<file path="config.mk">
export PLATFORM = sky130hd
export DESIGN_NAME = act_readout_seq
export DESIGN_NICKNAME = d
export VERILOG_FILES = /design/src/rtl/act_readout_seq_pkg.sv /design/src/rtl/act_readout_seq_fifo.sv /design/src/rtl/act_readout_seq.sv
export SDC_FILE = /design/constraint.sdc
export NUM_CORES = 1
export LEC_CHECK = 0
export ABC_AREA = 1
export BUFFER_PORTS_ARGS = -buffer_cell sky130_fd_sc_hd__buf_4
export CORE_MARGIN = 5
export CORE_UTILIZATION = 25
export DETAILED_ROUTE_END_ITERATION = 7
export SLEW_MARGIN = 20
export SYNTH_ARGS = -nofsm -noshare
export SYNTH_HDL_FRONTEND = slang
export SYNTH_HIERARCHICAL = 1
export SYNTH_SLANG_ARGS = --single-unit
</file>
<file path="constraint.sdc">
create_clock -name clk -period 2.75 [get_ports clk]
set_clock_uncertainty 0.15 [all_clocks]
set_input_delay 0.4125 -clock clk [delete_from_list [all_inputs] [get_ports clk]]
set_output_delay 0.4125 -clock clk [all_outputs]
set_load 0.05 [all_outputs]
</file>
<file path="src/rtl/act_readout_seq_pkg.sv">
// Shared field layout, bus widths and sequencer state encoding for the
// activation read-out sequencer.
package act_readout_seq_pkg;

  localparam int ADDR_BUS_W   = 16;
  localparam int RDATA_BUS_W  = 32;

  localparam int PE_LSB       = 10;
  localparam int PE_W         = 6;
  localparam int ACT_ADDR_LSB = 0;
  localparam int ACT_ADDR_W   = 6;

  localparam int RD_IDX_LSB   = 16;
  localparam int IDX_W        = 12;
  localparam int RD_ACT_LSB   = 0;
  localparam int ACT_W        = 16;

  typedef enum logic [1:0] {
    ST_IDLE  = 2'd0,
    ST_ISSUE = 2'd1,
    ST_DRAIN = 2'd2,
    ST_FIN   = 2'd3
  } state_t;

  function automatic logic [ADDR_BUS_W-1:0] make_addr(input logic [PE_W-1:0]       pe,
                                                      input logic [ACT_ADDR_W-1:0] act);
    logic [ADDR_BUS_W-1:0] a;
    a = '0;
    a[PE_LSB +: PE_W]             = pe;
    a[ACT_ADDR_LSB +: ACT_ADDR_W] = act;
    return a;
  endfunction

endpackage

</file>
<file path="src/rtl/act_readout_seq_fifo.sv">
// Synchronous first-word-fall-through FIFO; head entry is visible on o_data
// whenever o_empty is low.
module sync_fifo #(
  parameter int WIDTH = 28,
  parameter int DEPTH = 4
) (
  input  logic                       clk,
  input  logic                       rst_n,
  input  logic                       i_push,
  input  logic [WIDTH-1:0]           i_data,
  input  logic                       i_pop,
  output logic [WIDTH-1:0]           o_data,
  output logic                       o_full,
  output logic                       o_empty,
  output logic [$clog2(DEPTH):0]     o_count
);

  localparam int AW = $clog2(DEPTH);

  logic [WIDTH-1:0] r_mem [DEPTH];
  logic [AW-1:0]    r_wr;
  logic [AW-1:0]    r_rd;
  logic [AW:0]      r_count;
  logic             w_pop;
  logic             w_push;

  assign o_full  = (r_count == (AW+1)'(DEPTH));
  assign o_empty = (r_count == '0);
  assign o_count = r_count;
  assign o_data  = r_mem[r_rd];
  assign w_pop   = i_pop & ~o_empty;
  // A full FIFO may still accept a word in the same cycle its head leaves.
  assign w_push  = i_push & (~o_full | w_pop);

  always_ff @(posedge clk or negedge rst_n) begin
    if (!rst_n) begin
      for (int i = 0; i < DEPTH; i++) r_mem[i] <= '0;
      r_wr    <= '0;
      r_rd    <= '0;
      r_count <= '0;
    end else begin
      if (w_push) begin
        r_mem[r_wr] <= i_data;
        r_wr        <= r_wr + AW'(1);
      end
      if (w_pop) r_rd <= r_rd + AW'(1);
      case ({w_push, w_pop})
        2'b10:   r_count <= r_count + (AW+1)'(1);
        2'b01:   r_count <= r_count - (AW+1)'(1);
        default: r_count <= r_count;
      endcase
    end
  end

endmodule

</file>
<file path="src/rtl/act_readout_seq.sv">
// Self-timed sweep of the accelerator's output activations in PE-major order,
// returning (index, activation) pairs on a ready/valid stream.
module act_readout_seq
  import act_readout_seq_pkg::*;
#(
  parameter int ADDR_W     = ADDR_BUS_W,
  parameter int RDATA_W    = RDATA_BUS_W,
  parameter int FIFO_DEPTH = 4
) (
  input  logic               clk,
  input  logic               rst,
  input  logic               interrupt,
  input  logic [11:0]        act_no,
  output logic               busy,
  output logic               done,
  output logic               read_en,
  input  logic               read_rdy,
  output logic [ADDR_W-1:0]  read_addr,
  output logic               read_data_rdy,
  input  logic               read_data_vld,
  input  logic [RDATA_W-1:0] read_data,
  output logic               out_vld,
  input  logic               out_rdy,
  output logic [11:0]        out_idx,
  output logic [15:0]        out_act
);

  localparam int CNT_W = $clog2(FIFO_DEPTH) + 1;
  localparam int FW    = IDX_W + ACT_W;

  state_t                r_state;
  logic                  r_int_d;
  logic                  r_start;
  logic                  r_busy;
  logic                  r_done;
  logic                  r_read_en;
  logic [11:0]           r_act_no;
  logic [11:0]           r_issued;
  logic [11:0]           r_received;
  logic [PE_W-1:0]       r_pe;
  logic [ACT_ADDR_W-1:0] r_act;

  logic [FW-1:0]    w_fifo_din;
  logic [FW-1:0]    w_fifo_dout;
  logic             w_full;
  logic             w_empty;
  logic [CNT_W-1:0] w_count;
  logic             w_pop;
  logic             w_push;
  logic             w_collect;
  logic             w_req_xfer;
  logic [11:0]      w_issued_n;
  logic [11:0]      w_received_n;
  logic [12:0]      w_used;
  logic             w_credit_ok;
  logic             w_more;
  logic             w_unused_rd;

  assign w_fifo_din   = {read_data[RD_IDX_LSB +: IDX_W], read_data[RD_ACT_LSB +: ACT_W]};
  assign w_unused_rd  = ^read_data[RDATA_W-1:RD_IDX_LSB+IDX_W];
  assign w_collect    = (r_state == ST_ISSUE) | (r_state == ST_DRAIN);
  assign w_push       = read_data_vld & read_data_rdy & w_collect;
  assign w_pop        = ~w_empty & out_rdy;
  assign w_req_xfer   = r_read_en & read_rdy;
  assign w_issued_n   = r_issued + 12'(w_req_xfer);
  assign w_received_n = r_received + 12'(w_push);
  // Slots already spoken for: entries held plus requests whose data has not
  // returned. Uses the registered count, so a pop this cycle is not credited yet.
  assign w_used       = 13'(w_count) + {1'b0, w_issued_n} - {1'b0, r_received};
  assign w_credit_ok  = w_used < 13'(FIFO_DEPTH);
  assign w_more       = w_issued_n != r_act_no;

  assign busy          = r_busy;
  assign done          = r_done;
  assign read_en       = r_read_en;
  assign read_addr     = ADDR_W'(make_addr(r_pe, r_act));
  assign read_data_rdy = (r_state == ST_IDLE) | ~w_full;
  assign out_vld       = ~w_empty;
  assign out_idx       = w_fifo_dout[ACT_W +: IDX_W];
  assign out_act       = w_fifo_dout[ACT_W-1:0];

  sync_fifo #(
    .WIDTH (FW),
    .DEPTH (FIFO_DEPTH)
  ) u_fifo (
    .clk     (clk),
    .rst_n   (rst),
    .i_push  (w_push),
    .i_data  (w_fifo_din),
    .i_pop   (w_pop),
    .o_data  (w_fifo_dout),
    .o_full  (w_full),
    .o_empty (w_empty),
    .o_count (w_count)
  );

  always_ff @(posedge clk or negedge rst) begin
    if (!rst) begin
      r_state    <= ST_IDLE;
      r_int_d    <= 1'b0;
      r_start    <= 1'b0;
      r_busy     <= 1'b0;
      r_done     <= 1'b0;
      r_read_en  <= 1'b0;
      r_act_no   <= '0;
      r_issued   <= '0;
      r_received <= '0;
      r_pe       <= '0;
      r_act      <= '0;
    end else begin
      r_int_d <= interrupt;
      r_start <= interrupt & ~r_int_d & ~r_busy;
      r_done  <= 1'b0;
      case (r_state)
        ST_IDLE: begin
          if (r_start) begin
            r_act_no   <= act_no;
            r_issued   <= '0;
            r_received <= '0;
            r_pe       <= '0;
            r_act      <= '0;
            r_busy     <= 1'b1;
            if (act_no == '0) begin
              r_state <= ST_FIN;
              r_done  <= 1'b1;
            end else begin
              r_state   <= ST_ISSUE;
              r_read_en <= w_count < CNT_W'(FIFO_DEPTH);
            end
          end
        end
        ST_ISSUE, ST_DRAIN: begin
          r_issued   <= w_issued_n;
          r_received <= w_received_n;
          if (w_req_xfer) begin
            r_pe <= r_pe + PE_W'(1);
            if (r_pe == '1) r_act <= r_act + ACT_ADDR_W'(1);
          end
          // A raised request stays put until the accelerator takes it.
          if (!(r_read_en && !read_rdy)) r_read_en <= w_more & w_credit_ok;
          if (!w_more && (w_received_n == r_act_no)) begin
            r_state <= ST_FIN;
            r_done  <= 1'b1;
          end else if (!w_more) begin
            r_state <= ST_DRAIN;
          end
        end
        ST_FIN: begin
          r_state <= ST_IDLE;
          r_busy  <= 1'b0;
        end
        default: r_state <= ST_IDLE;
      endcase
    end
  end

endmodule

</file>
Word-level counts from Yosys, hierarchy flattened
Cells that the tools add are included.
{"block": "word_totals", "register_bits": 174, "inputBits": 50, "out_inout_bits": 49}
{"block": "classes", "n_addsub": 10, "magnitude_cmp": 5, "eq_ne": 15, "mux": 31, "bitwise": 18, "n_reduce_logical": 19}
{"op": "$bwmux W112", "n": 1}
{"op": "$mux W28", "n": 3}
{"op": "$bmux W28 S2", "n": 1}
{"op": "$demux W28 S2", "n": 1}
{"op": "$pmux W12 S2", "n": 2}
{"op": "$add A12 B1 Y12", "n": 2}
{"op": "$mux W6", "n": 4}
{"op": "$pmux W6 S2", "n": 2}
{"op": "$add A3 B12 Y13", "n": 1}
{"op": "$lt A13 B3 Y1 const B", "n": 1}
{"op": "$sub A13 B12 Y13", "n": 1}
{"op": "$add A6 B1 Y6 const B", "n": 2}
{"op": "$eq A12 B12 Y1", "n": 1}
{"op": "$logic_not A12 Y1", "n": 1}
{"op": "$mux W12", "n": 1}
{"op": "$ne A12 B12 Y1", "n": 1}
{"op": "$ne A2 B2 Y1 const B", "n": 5}
{"op": "$and A1 B1 Y1", "n": 9}
{"op": "$mux W2", "n": 4}
{"op": "$reduce_and A2 Y1", "n": 4}
{"op": "$reduce_and A4 Y1", "n": 2}
{"op": "$mux W1", "n": 7}
{"op": "$eq A2 B2 Y1 const B", "n": 3}
{"op": "$eq A6 B6 Y1 const B", "n": 1}
{"op": "22 further kinds", "n": 38}

Longest topological paths before layout
Gate-level depths: netlist of the first run.
{"block": "depth", "word_depth": 10, "depth_mapped": 23, "depth_no_buf": 23}

Modules after synthesis
Netlist of the first run, hierarchy kept.
{"module": "sync_fifo", "instances": 1, "cells_each": 703, "area_each_um2": 5845.6, "seq_area_each_um2": 2977.9}
{"module": "act_readout_seq", "instances": 1, "cells_each": 649, "area_each_um2": 4441.8, "seq_area_each_um2": 1376.3}

Worst setup path before layout of the first run
OpenSTA, ideal clock, no wires.
{"block": "synth_timing", "path_kind": "flip-flop to flip-flop", "startpoint": "register r_read_en (netlist: read_en)", "endpoint": "register r_read_en (netlist: read_en)", "arrival_time_ns": 3.077, "t_required_ns": 2.522, "slack_ns": -0.555, "path_stages_with_launch": 19, "n_path_buf": 0, "synth_period_minus_slack_ns": 3.305, "path_cell_list": "dfrtp_1 > nand2_1 > inv_1 > ha_1 > nand2_4 > nor2_8 > nand2_2 > nand2_2 > inv_1 > ha_1 > ha_1 > a21oi_1 > nor2_1 > nor2_1 > nand2_1 > a21oi_1 > xor2_1 > nand3_1 > a21oi_1"}
{"block": "synth_between", "elab_chain_cells": 8, "elab_cells_between_ends": 12, "cone_classes": "add/sub: 3; order compare: 1; eq/ne: 2; mux: 2; bitwise: 2; reduce/logical: 2"}
{"item": "start: declaration", "line_no": "act_readout_seq.sv:36", "source": "logic r_read_en;"}
{"item": "start signal: assignment", "line_no": "act_readout_seq.sv:128", "source": "r_read_en <= w_count < CNT_W'(FIFO_DEPTH);"}
{"item": "start signal: assignment", "line_no": "act_readout_seq.sv:140", "source": "if (!(r_read_en && !read_rdy)) r_read_en <= w_more & w_credit_ok;"}
{"item": "$and A1 B1 Y1", "line_no": "act_readout_seq.sv:64", "source": "assign w_req_xfer = r_read_en & read_rdy;"}
{"item": "$add A12 B1 Y12", "line_no": "act_readout_seq.sv:65", "source": "assign w_issued_n = r_issued + 12'(w_req_xfer);"}
{"item": "$add A3 B12 Y13", "line_no": "act_readout_seq.sv:69", "source": "assign w_used = 13'(w_count) + {1'b0, w_issued_n} - {1'b0, r_received};"}
{"item": "$sub A13 B12 Y13", "line_no": "act_readout_seq.sv:69"}
{"item": "$lt A13 B3 Y1", "line_no": "act_readout_seq.sv:70", "source": "assign w_credit_ok = w_used < 13'(FIFO_DEPTH);"}
{"item": "$and A1 B1 Y1", "line_no": "act_readout_seq.sv:140"}
{"item": "$mux W1", "line_no": "act_readout_seq.sv:140"}
{"item": "$pmux W1 S2", "line_no": "act_readout_seq.sv:114", "source": "case (r_state)"}
Several ways; a longest one is shown, not always the timed one. The select of a mux whose other input is x is not followed.
A chain may end at the register's enable or synchronous reset.

Worst setup path in the final report of the first run
Ends and elaborated chain as after synthesis.

==> impl_metrics.ini, run 1 <==
[synth]
synth-edff-count = 0
yosysTopAreaCell = dfrtp_1
syn-cell-area_sq_um = 10300
synth-seq-cells = 174
yosysWarnings = 6
syn_area_per_cell_sq_um = 7.61
synth_area_leaders = dfrtp_1 (42%), nand2_1 (15%), nand4_1 (7.7%)
synth_ff_type = dfrtp_1
ys_seq_area_frac = 0.423
async_flop_share = 1.00
netlist.area_leader.share = 0.423
synthDistinctLibCells = 44
syn_inst = 1352

[detailed_routing]
dr_total_vias = 9878
dr.pass1.iters = 5
drt_wl_total_mm = 33.0
wl_met3_mm = 1.44
wl_met2_mm = 15.7
drc = 0
first_iter_violations = 737
ant_nets = 0
top_layer_used = met5
drt-wirelength-per-cell_um = 15.9
wl_met1_mm = 15.0
vias_per_cell = 4.75

[sta]
min_period_ns = 3.08
worst_slack_ns = -0.334
fmax_mhz = 324
tightest_slew_ns = 0.726
holdWs_ns = 0.0635
rsz0062_at_grt = yes
fin_setup_tns_ns = -0.659
fin_crit_sh = 1.12
maxSlewViolCount = 0
final-setup-viol-count = 3
max-slew-margin-rel = 0.516
hold_viol = 0

[global_route]
grt_pass1_vias = 9744
overflow = 0
grt_max_degree = 65
globalRouteTotalUtil = 0.146
grt_pass1_wl_mm = 52.5
antenna_found_initial = 2

[setup_path]
cp_max_fo = 5
critPathKind = register to register
start_kind = register
cp-end-kind = register
cp_common_cell = nand2_2
crit_slowest_cell = fa_1
max_stage_delay_ns = 0.50
cp.required_ns = 3.01
critPathArrivalTime_ns = 3.34
cp_cell_sequence = nand2_2 > inv_4 > ha_4 > nand2_8 > inv_4 > nand2_2 > nand2_2 > fa_1 > inv_2 > ha_4 > nand2_2 > nand2_2 > nand2_2 > nand2_2 > nand2_2 > nand3_1 > nand2_1 > nand2_1 > nand2_1 > nor3_2 > nand3_1 > a21oi_2

[cts]
cts_inserted_buffers = 17
cts_max_level = 4
clkSinkCount = 174
cts_tree = built
root_buffer = clkbuf_16
cts_max_path_buffers = 2
path_clk_slew_ns = 0.07
insertion_delay_ns = 0.48

[power_and_ir_drop]
p_per_area_nw_per_um2 = 1180
p_leak_nw = 6.72
irDropWorstVdd_mv = 0.652
total_power_mw = 16.0

[min_path]
min_path_type = input pin to register

[placement]
place.gp.congestion = 0.944
place.port_buffers = 90
hpwl_mm = 22.0

[finish]
utilization = 0.334
layout.nets = 1623
area_delta_synth_final_pct = 32.3
drive_gt1_frac = 0.255

[run_status]
run_status = finished, violations left
violations = negative setup slack

[die]
row_count = 74
die_area_sq_um = 45300
coreArea_sq_um = 40700
dieHeight_um = 213
die_x_um = 213
start_util = 0.253
io_pins = 99

[flow_run]
drv_cap = 0
==> logic make-up after synthesis <==
logic type               synth area share
other                            0.000365
adder cells (fa/ha/maj)            0.0484
flip-flops                          0.423
AND/OR/NAND/NOR                     0.342
buffers and inverters              0.0856
XOR/XNOR                           0.0150
AO/OA/AOI/OAI                      0.0849
==> worst paths after layout <==
path	start	end	slack, ns	cells after the start
min	read_data[22]	u_fifo/r_mem[22]	0.06	3
max in group asynchronous	rst	u_fifo/r_mem[10]	1.37	3
min reg2reg	r_int_d	r_start	0.25	1
min in group asynchronous	rst	r_received[2]	0.30	2
max reg2reg	read_en	read_en	-0.33	22
max	read_en	read_en	-0.33	22
==> cells in the mapped netlist (2+ instances only) <==
cell type and number:
buf_4 5, nor3b_1 5, buf_2 26, nand2_2 16, a21oi_1 15, xnor2_1 4
nand4_1 127, nor3_1 10, nand3_4 4, nand2_1 418, clkbuf_1 17, nor2_4 4
o21ai_0 90, nor2_2 3, inv_1 126, buf_6 9, or2_2 2, nand3_1 48
nand3b_1 8, inv_2 3, xor2_1 11, o21ai_1 2, fa_1 3, nor2_8 2
nor3_2 3, nand2_4 2, nand3_2 3, dfrtp_1 174, nor2_1 104, clkinv_1 2
ha_1 35, buf_1 15, o22ai_1 45
==> worst max-delay path, delay by kind of cell, from the launching register on <==
kind / cells / cell delay (ns)
and+or+nand+nor: 15 / 1.17
buffers and inverters: 3 / 0.14
AOI/OAI and AO/OA: 1 / 0.13
DFF: 1 / 0.44
adders and majority gates: 3 / 0.98
==> where the power goes <==
| part | switching (mW) | total, mW | internal [mW] |
|---|---|---|---|
| logic | 6.22 | 9.43 | 3.21 |
| clock network | 1.16 | 2.39 | 1.23 |
| registers | 0.654 | 4.20 | 3.54 |
==> sequential cells by signal, indices dropped and copies added, names as in the netlist <==
name            count
u_fifo/o_count      3
read_en             1
r_state             2
u_fifo/r_rd         2
r_pe                6
r_act_no           12
u_fifo/r_mem      112
r_issued           12
r_act               6
r_int_d             1
u_fifo/r_wr         2
busy                1
r_received         12
r_start             1
done                1
==> through the flow <==
| step | cell area (sq um) | setup WS, ns | std cells |
|---|---|---|---|
| 2_1_floorplan | 10500 | -0.276 | 1355 |
| 3_3_place_gp | 12500 | -0.517 | 2030 |
| 3_5_place_dp | 12500 | -0.554 | 2030 |
| 4_1_cts | 13400 | -0.369 | 2073 |
| 5_1_grt | 13600 | -0.581 | 2081 |
| 6_report | 13600 | -0.334 | 2081 |
==> routing by layer <==
| metal | global-route usage | up-vias |
|---|---|---|
| met2 | 0.230 | 253 |
| met1 | 0.197 | 4729 |
| li1 | - | 4854 |
| met3 | 0.0260 | 40 |
| met5 | 0 | - |
| met4 | 0.0633 | 2 |
==> cell usage in the layout, fill, tap and decap left out, types with 7 or more instances in the layout <==
cell type  count
dfrtp_1      173
ha_4          17
xor2_1         9
nor3_1         8
nand2_1      389
o22ai_1       44
clkbuf_16     19
a21oi_1        7
nand3_1       43
nand2_2       37
nand4_1      127
nand2_4        9
o21ai_0       86
nand3b_1       8
nor2_4         8
inv_1        114
buf_4        211
nor2_2         8
inv_2          9
buf_6          8
nor2_1        95
ha_1          18
buf_12         9
a21oi_2        9
==> area by class of cell <==
cell class	instances	area [sq um]
diodes	1	2.50
repair buffers	233	1950
well taps	532	666
multi-input cells	978	5570
clock buffers	20	457
flip-flops and latches	174	4360
clock inverters	12	105
fillers	4232	27100
inverters	131	507
==> timing repair <==
action	4_1_cts	5_1_grt
setup endpoints to repair	65	6
resized for setup	69	28
pin swaps	35	16
hold buffers	2	0
endpoints found under the hold margin	40	0
gates cloned	0	2
setup buffers	9	5
Note: power is estimated with default switching activity, not from simulation.
==> inputs of run 2 (changes only) <==
- HOLD_SLACK_MARGIN: unset -> 0.05
- PLACE_DENSITY_LB_ADDON: unset -> 0.05
- SYNTH_HIERARCHICAL: 1 -> unset
==> run 2 against run 1 <==
The flow still finishes with violations (negative setup slack); first-iteration DRC count fell by 47%; critical path depth stayed put; cell count fell by 6.7%; worst setup slack better by 0.096 ns; die area fell by 7.6%; critical endpoint unchanged.
==> impl_metrics.ini, run 2 <==
[run_status]
run_status = finished, violations left
violations = negative setup slack

[detailed_routing]
vias_per_cell = 4.36
drt_wl_total_mm = 30.2
dr.pass1.iters = 5
ant_nets = 0
dr_total_vias = 8460
drt-wirelength-per-cell_um = 15.6
drc = 0
first_iter_violations = 392

[setup_path]
reg2reg_depth = 22
critPathArrivalTime_ns = 3.20
r2r_start = read_en
reg2reg_to = read_en
cp_cell_sequence = nand2_2 > inv_4 > ha_4 > nand2_4 > inv_6 > nand2_4 > nand2_2 > inv_2 > fa_1 > ha_4 > nand2_2 > o21ai_4 > nand2_1 > nand3_1 > nand2_1 > nor2_1 > nand3_1 > nor2_1 > nand2_1 > nand2_1 > nand2_1 > nand2_1
rrSetupSlack_ns = -0.24
critPathCapture = read_en
critPathKind = register to register
cp_common_cell = nand2_1
crit_start = read_en
cp-end-kind = register
max_stage_delay_ns = 0.45
start_kind = register
crit_slowest_cell = fa_1
cp.required_ns = 2.97
cp_max_fo = 5

[synth]
synth_area_leaders = dfrtp_1 (46%), nand2_1 (13%), o21ai_0 (11%)
synth_mux_area_frac = 0
synth-edff-count = 0
syn-cell-area_sq_um = 9470
syn_area_per_cell_sq_um = 7.64
ys_seq_area_frac = 0.460
async_flop_share = 1.00
synthDistinctLibCells = 36
yosysWarnings = 0
synth_ff_type = dfrtp_1
synth_xor_xnor_area_share = 0.0181
yosys.area_share.adder = 0.0526
netlist.area_leader.share = 0.460
synth-seq-cells = 174
synth-simple-area-share = 0.234
synthTopCellsByCount = nand2_1 (335), o21ai_0 (199), dfrtp_1 (174)
syn_inst = 1239
synth_compound_area_frac = 0.150
yosys.cell_count.top_type = nand2_1
yosysTopAreaCell = dfrtp_1
synth_top_family_by_area = simple AND/OR/NAND/NOR gates

[cts]
cts_max_level = 4
insertion_delay_ns = 0.44
cts_max_path_buffers = 2
path_clk_slew_ns = 0.07
cts_inserted_buffers = 17
clkSinkCount = 174
cts_tree = built
root_buffer = clkbuf_16

[global_route]
grt_use_met2 = 0.240
grt_pass1_vias = 8638
busiest_layer = met2
grt_pass1_wl_mm = 48.3
overflow = 0
grt_max_degree = 59
use_met3 = 0.0323
antenna_found_initial = 1
globalRouteTotalUtil = 0.147
grt_use_met1 = 0.200

[die]
die_x_um = 205
start_util = 0.253
die_area_sq_um = 41900
io_pins = 99
coreArea_sq_um = 37500
dieHeight_um = 205
row_count = 71

[finish]
fin_cells = 1941
area_delta_synth_final_pct = 34.4
num_antenna_cells = 0
largest_reg_flops = 112
drive_gt1_frac = 0.252
mostFrequentLayoutCells = nand2_1 (299), o21ai_0 (197), buf_4 (196)
layout_commonest_cell = nand2_1
utilization = 0.339
top_register = u_fifo.r_mem
layout.nets = 1506

[placement]
dp.cells = 1897
place.gp.congestion = 0.822
hpwl_mm = 21.2
place.port_buffers = 90

[sta]
rsz0062_at_grt = yes
fmax_mhz = 335
worst_slack_ns = -0.238
min_period_ns = 2.99
tightest_slew_ns = 0.615
hold_viol = 0
fin_crit_sh = 1.09
max-slew-margin-rel = 0.590
final-setup-viol-count = 2
maxSlewViolCount = 0

[power_and_ir_drop]
p_leak_nw = 6.21
p_per_area_nw_per_um2 = 1130
total_power_mw = 14.4
irDropWorstVdd_mv = 0.664

[min_path]
min_path_type = input pin to register

[flow_run]
drv_cap = 0
[run 2: critical path, delay by kind of cell, from the launching register on]
family | cells | cell delay [ns]
and+or+nand+nor | 15 | 1.07
buffers and inverters | 3 | 0.16
DFF | 1 | 0.40
adders and majority gates | 3 | 0.94
AOI/OAI and AO/OA | 1 | 0.20
[run 2: final cells by class]
cell class / instances / area (sq um)
fillers: 4111 / 24800
multi-input cells: 861 / 4910
flip-flops and latches: 174 / 4360
repair buffers: 210 / 1660
well taps: 511 / 639
inverters: 154 / 587
clock buffers: 23 / 468
clock inverters: 8 / 105
[run 2: how the worst min path moves through the flow]
stage               start            to  slack (ns)  cells past startpoint
6_report       act_no[11]  r_act_no[11]        0.09                      3
5_1_grt        act_no[11]  r_act_no[11]        0.07                      3
4_1_cts        act_no[11]  r_act_no[11]        0.06                      3
3_5_place_dp      r_int_d       r_start        0.25                      1
3_3_place_gp      r_int_d       r_start        0.25                      1
2_1_floorplan         rst          busy       -0.03                      0
[run 2: cells by family (layout without fill, tap and decap cells)]
| kind of cell | count (synthesis) | count (layout) |
|---|---|---|
| flops | 174 | 174 |
| simple gates | 534 | 534 |
| fa+ha+maj | 38 | 38 |
| buf+inv | 207 | 395 |
| xor+xnor | 18 | 18 |
| other cells | 1 | 4 |
| compound gates | 267 | 267 |
[run 2: through the flow]
stage                     hold slack (ns)  instance area (sq um)  setup TNS, ns  setup WS, ns
after floorplan                   -0.0331                   9600         -0.274        -0.274
after global placement              0.247                  11600          -1.47        -0.588
after detailed placement            0.253                  11600          -1.48        -0.598
after CTS                          0.0557                  12500         -0.412        -0.260
after global routing               0.0664                  12700         -0.678        -0.434
final                              0.0888                  12700         -0.284        -0.238
[run 2: layer usage]
| metal | share of wire | vias to the layer above |
|---|---|---|
| met5 | 0.00066 | - |
| met4 | 0.012 | 2 |
| met3 | 0.033 | 21 |
| met2 | 0.47 | 83 |
| met1 | 0.49 | 3990 |
| li1 | - | 4364 |
[run 2: power breakdown]
group	total (mW)	internal (mW)	switching (mW)
registers	4.08	3.51	0.571
logic	7.81	2.66	5.16
clock network	2.47	1.39	1.08
total	14.4	7.55	6.80
[run 2: what timing repair did]
item                                    4_1_cts  5_1_grt
endpoints found under the setup margin       23       13
hold buffers                                  5        0
setup buffers                                 5        6
resized for setup                            68       45
pin swaps                                    40       37
endpoints found under the hold margin        53        0
